<file path="src/rtl/vending_machine_ctrl.sv">
// Four-drink vending controller: accumulates 1/5/10 coins into credit, dispenses on
// selection when credit covers the price, and returns the whole credit as change on request.
module vending_machine_ctrl #(
  parameter int PRICE1  = 10,
  parameter int PRICE2  = 15,
  parameter int PRICE3  = 20,
  parameter int PRICE4  = 25,
  parameter int MAX_BAL = 255
) (
  input  logic       clk,
  input  logic       rst,
  input  logic [7:0] coin,
  input  logic [3:0] drink_choose,
  input  logic       en_machine,
  output logic [7:0] balance,
  output logic       dispense,
  output logic [3:0] drink_out,
  output logic       insufficient,
  output logic       change_valid,
  output logic [7:0] change,
  output logic       coin_reject
);

  typedef struct packed {
    logic [7:0] balance;
    logic       dispense;
    logic [3:0] drink_out;
    logic       insufficient;
    logic       change_valid;
    logic [7:0] change;
    logic       coin_reject;
  } txn_t;

  typedef enum logic {IDLE, CREDIT} state_t;

  state_t     state, state_nxt;
  txn_t       txn;
  logic       coin_ok, accept;
  logic [8:0] sum;
  logic [7:0] b, price;

  // Coin step: accept only legal denominations that keep credit within the ceiling.
  always_comb begin
    coin_ok = (coin == 8'd1) || (coin == 8'd5) || (coin == 8'd10);
    sum     = {1'b0, balance} + {1'b0, coin};
    accept  = coin_ok && (sum <= 9'(MAX_BAL));
    b       = accept ? sum[7:0] : balance;
  end

  always_comb begin
    price = 8'd0;
    case (drink_choose)
      4'd1:    price = 8'(PRICE1);
      4'd2:    price = 8'(PRICE2);
      4'd3:    price = 8'(PRICE3);
      4'd4:    price = 8'(PRICE4);
      default: price = 8'd0;
    endcase
  end

  // Selection step operates on the post-coin credit b.
  always_comb begin
    txn             = '0;
    txn.balance     = b;
    txn.coin_reject = (coin != 8'd0) && !accept;
    if (drink_choose == 4'd0) begin
      txn.change_valid = 1'b1;
      txn.change       = b;
      txn.balance      = 8'd0;
    end else if (drink_choose <= 4'd4) begin
      if (b >= price) begin
        txn.dispense  = 1'b1;
        txn.drink_out = drink_choose;
        txn.balance   = b - price;
      end else begin
        txn.insufficient = 1'b1;
      end
    end
  end

  always_ff @(posedge clk) begin
    if (rst) begin
      balance      <= 8'd0;
      dispense     <= 1'b0;
      drink_out    <= 4'd0;
      insufficient <= 1'b0;
      change_valid <= 1'b0;
      change       <= 8'd0;
      coin_reject  <= 1'b0;
    end else if (!en_machine) begin
      dispense     <= 1'b0;
      drink_out    <= 4'd0;
      insufficient <= 1'b0;
      change_valid <= 1'b0;
      change       <= 8'd0;
      coin_reject  <= 1'b0;
    end else begin
      balance      <= txn.balance;
      dispense     <= txn.dispense;
      drink_out    <= txn.drink_out;
      insufficient <= txn.insufficient;
      change_valid <= txn.change_valid;
      change       <= txn.change;
      coin_reject  <= txn.coin_reject;
    end
  end

  // Credit-tracking FSM; informational only, no output depends on it.
  always_comb begin
    state_nxt = state;
    if (en_machine) begin
      case (state)
        IDLE:    if (accept && txn.balance != 8'd0) state_nxt = CREDIT;
        CREDIT:  if (txn.balance == 8'd0)           state_nxt = IDLE;
        default: state_nxt = IDLE;
      endcase
    end
  end

  always_ff @(posedge clk) begin
    if (rst) state <= IDLE;
    else     state <= state_nxt;
  end

endmodule

</file>
<file path="config.mk">
export PLATFORM = sky130hd
export DESIGN_NAME = vending_machine_ctrl
export DESIGN_NICKNAME = d
export VERILOG_FILES = /design/src/rtl/vending_machine_ctrl.sv
export SDC_FILE = /design/constraint.sdc
export NUM_CORES = 1
export LEC_CHECK = 0
export ABC_AREA = 1
export CAP_MARGIN = 10
export CORE_UTILIZATION = 45
export DETAILED_ROUTE_END_ITERATION = 16
export PLACE_DENSITY = 0.84
export SLEW_MARGIN = 10
export SYNTH_ARGS = -nofsm -noshare
export SYNTH_HDL_FRONTEND = slang
export SYNTH_SLANG_ARGS = --single-unit
</file>
<file path="constraint.sdc">
create_clock -name clk -period 3.59 [get_ports clk]
set_input_delay 0.359 -clock clk [delete_from_list [all_inputs] [get_ports clk]]
set_output_delay 0.359 -clock clk [all_outputs]
set_load 0.05 [all_outputs]
</file>
==> impl_metrics.json <==
{
  "drt_iter0_markers": 152,
  "power.leakage_nw": 1.40,
  "drive_gt1_share_pct": 32.7,
  "hp-class": "reg -> reg",
  "clkLatencyLatePin_ns": 0.27,
  "diodes": 0,
  "cts_tree": "yes",
  "seq_power_share_pct": 28.1,
  "ant_nets": 0,
  "min_to": "balance[1]",
  "numCtsBuffers": 3,
  "grt_util_all_layers_pct": 24.4,
  "num_vias": 1971,
  "synth.most_common_cell": "nand2_1",
  "period_share_pct": 96.1,
  "critPathBufInv": 5,
  "placed_area_um2": 2530,
  "rr_endpoint": "balance[2]",
  "syn_inst": 261,
  "end_kind": "flop",
  "nFillCells": 285,
  "outcome": "finished clean",
  "synth_common_cells": "53 x nand2_1, 42 x inv_1, 27 x nor2_1, 24 x dfxtp_1, 21 x nand3_1",
  "wl_um": 5180,
  "final_cell_area_um2": 2810,
  "yosys_warnings": 0,
  "cp.depth": 25,
  "netlist_area_um2": 1820,
  "setup_tns_ns": 0,
  "die_h_um": 65.7,
  "cp_slowest_cell": "fa_2",
  "fmaxAchievable_mhz": 290,
  "synth_edf_count": 0,
  "hp-start": "balance[1]",
  "timing.rr.start": "balance[0]",
  "rr_worst_depth": 24,
  "nets": 374,
  "cts-root-buf": "clkbuf_8",
  "skew_ns": 0.00479,
  "pin_count": 39,
  "final_cells": 391,
  "syn2layout_area_growth_pct": 54.2,
  "postSynth.asyncResetShare_pct": 0,
  "core_area_um2": 3770,
  "ctsHoldBuffers": 0,
  "finalHoldViolCount": 0,
  "syn_area_per_cell_um2": 6.98,
  "regArea_um2": 485,
  "place_inst": 382,
  "dp_hpwl_um": 3630,
  "finalCriticalPeriod_ns": 3.45,
  "synth.distinct_cells": 33,
  "setup_viol": 0,
  "grt_max_degree": 15,
  "drc_errors": 0,
  "critPathArrivalTime_ns": 3.60,
  "die_w_um": 65.7,
  "irDropWorstVdd_mv": 0.311,
  "ys_top_cells_by_area": "dfxtp_1 26%, nand2_1 11%, ha_1 8.9%",
  "antenna_found_initial": 0,
  "start_util_pct": 48.3,
  "syn_nets": 291,
  "post_drt_wl_per_cell_um": 13.2,
  "cts_max_path_buffers": 2,
  "gr-total-overflow": 0,
  "multiInputGateArea_um2": 1320,
  "htreeDepth": 1,
  "relSlewSlack_pct": 63.7,
  "worst-endpoint-required_ns": 3.73,
  "internal_power_w": 0.000642,
  "worstPathMaxFanout": 7,
  "startpoint": "coin[0]",
  "dieArea_um2": 4310,
  "rows": 22,
  "slew_violations": 0,
  "routabilityCongestion": 0.961,
  "cap_violations": 0,
  "grt_pass1_wl_um": 8050,
  "min_path_cells": 2,
  "startpoint_type": "primary input",
  "dr.pass1.iters": 4,
  "cts_sinks": 24,
  "p_switching_w": 0.000403,
  "path_clk_slew_ns": 0.08,
  "vias_per_cell": 5.04,
  "power_density_nw_per_um2": 372,
  "synth_ff_type": "dfxtp_1",
  "p_comb_share_pct": 51.9,
  "synth_area_leader_cell": "dfxtp_1",
  "setup_ws_ns": 0.139,
  "slowest_delay_ns": 0.39,
  "rrSetupSlack_ns": 0.17,
  "cp_top_family": "simple AND/OR/NAND/NOR gates",
  "worstMarginPinSlew_ns": 0.543,
  "clockPowerShare_pct": 20.1,
  "p_sw_share_pct": 38.6,
  "portBuffers": 38,
  "dpl_worst_slack_ns": -0.524,
  "ys_ff_latch": 24,
  "yosysSeqAreaShare_pct": 26.4,
  "hold-worst-slack_ns": 0.508,
  "crit_type": "in -> reg",
  "first_global_vias": 1890,
  "synth_top_area_share_pct": 26.4
}
==> kinds of logic (layout without fill, tap and decap cells) <==
kind of cell,Yosys count,after routing,synth area share (%)
xor+xnor,8,8,3.84
fa+ha+maj,15,15,11.1
other cells,1,1,0.206
compound gates,26,26,9.47
buf+inv,49,131,10.1
flops,24,24,26.4
mux,1,1,0.549
simple gates,137,137,38.4
==> metrics by stage <==
step | total power, W | utilization [%]
5_1_grt | 0.00110 | 74.5
2_1_floorplan | 0.000600 | -
3_5_place_dp | 0.000766 | 67.2
3_3_place_gp | 0.000755 | 67.2
4_1_cts | 0.00100 | 71.2
6_report | 0.00105 | 74.5
==> per-layer routing <==
layer / track usage, % / up-vias / share of wire (%)
li1: - / 978 / -
met1: 28.3 / 896 / 43
met2: 44.3 / 77 / 49
met3: 3.99 / 20 / 4.9
met4: 8.70 / 0 / 3.3
met5: 0 / - / 0
==> worst max-delay path by stage <==
stage	slack, ns	to
floorplan	0.01	balance[7]
global placement	-0.34	balance[7]
detailed placement	-0.52	balance[7]
CTS	0.003	balance[7]
global route	-0.004	balance[2]
finish	0.14	balance[2]
==> layout make-up <==
type / instances / area share [%]
multi-input combinational: 188 / 46.9
sequential: 24 / 17.3
clock buffer: 4 / 2.36
inverter: 48 / 6.41
tap: 48 / 2.14
timing repair buffer: 79 / 24.9
==> flip-flops by register name, summed over array words and instances, names as in the netlist <==
signal	cells
change	8
change_valid	1
balance	8
drink_out	4
insufficient	1
coin_reject	1
dispense	1
==> what timing repair did <==
item                                    4_1_cts  5_1_grt
buffers inserted                              2        3
resized for setup                            18       25
endpoints found under the setup margin       13       13
pin swaps                                     8       13
==> power by group through the flow <==
| stage | clock network (W) | registers [W] | logic (W) |
|---|---|---|---|
| 2_1_floorplan | 0 | 0.000346 | 0.000254 |
| 3_3_place_gp | 0 | 0.000297 | 0.000457 |
| 3_5_place_dp | 0 | 0.000298 | 0.000468 |
| 4_1_cts | 0.000214 | 0.000293 | 0.000496 |
| 5_1_grt | 0.000221 | 0.000295 | 0.000586 |
| 6_report | 0.000210 | 0.000294 | 0.000542 |
==> placed cells by master (no fill, tap or decap), types with 5 or more instances in the layout <==
cell type         n
nand2_1          52
buf_4            41
inv_1            38
clkdlybuf4s50_1  30
nor2_1           25
dfxtp_1          22
nand3_1          19
a21oi_1          11
inv_2             9
nand2_2           9
nand2_4           7
nor2_2            7
ha_4              6
dlymetal6s2s_1    6
ha_1              5
==> worst reg2reg max path: cells and delay by family (launching register included) <==
| family | cells | cell delay, ns |
|---|---|---|
| buf+inv | 4 | 0.35 |
| simple gates | 14 | 1.45 |
| compound gates | 3 | 0.36 |
| fa+ha+maj | 3 | 0.79 |
| flops | 1 | 0.37 |
Power figures use the tool's default switching activity.
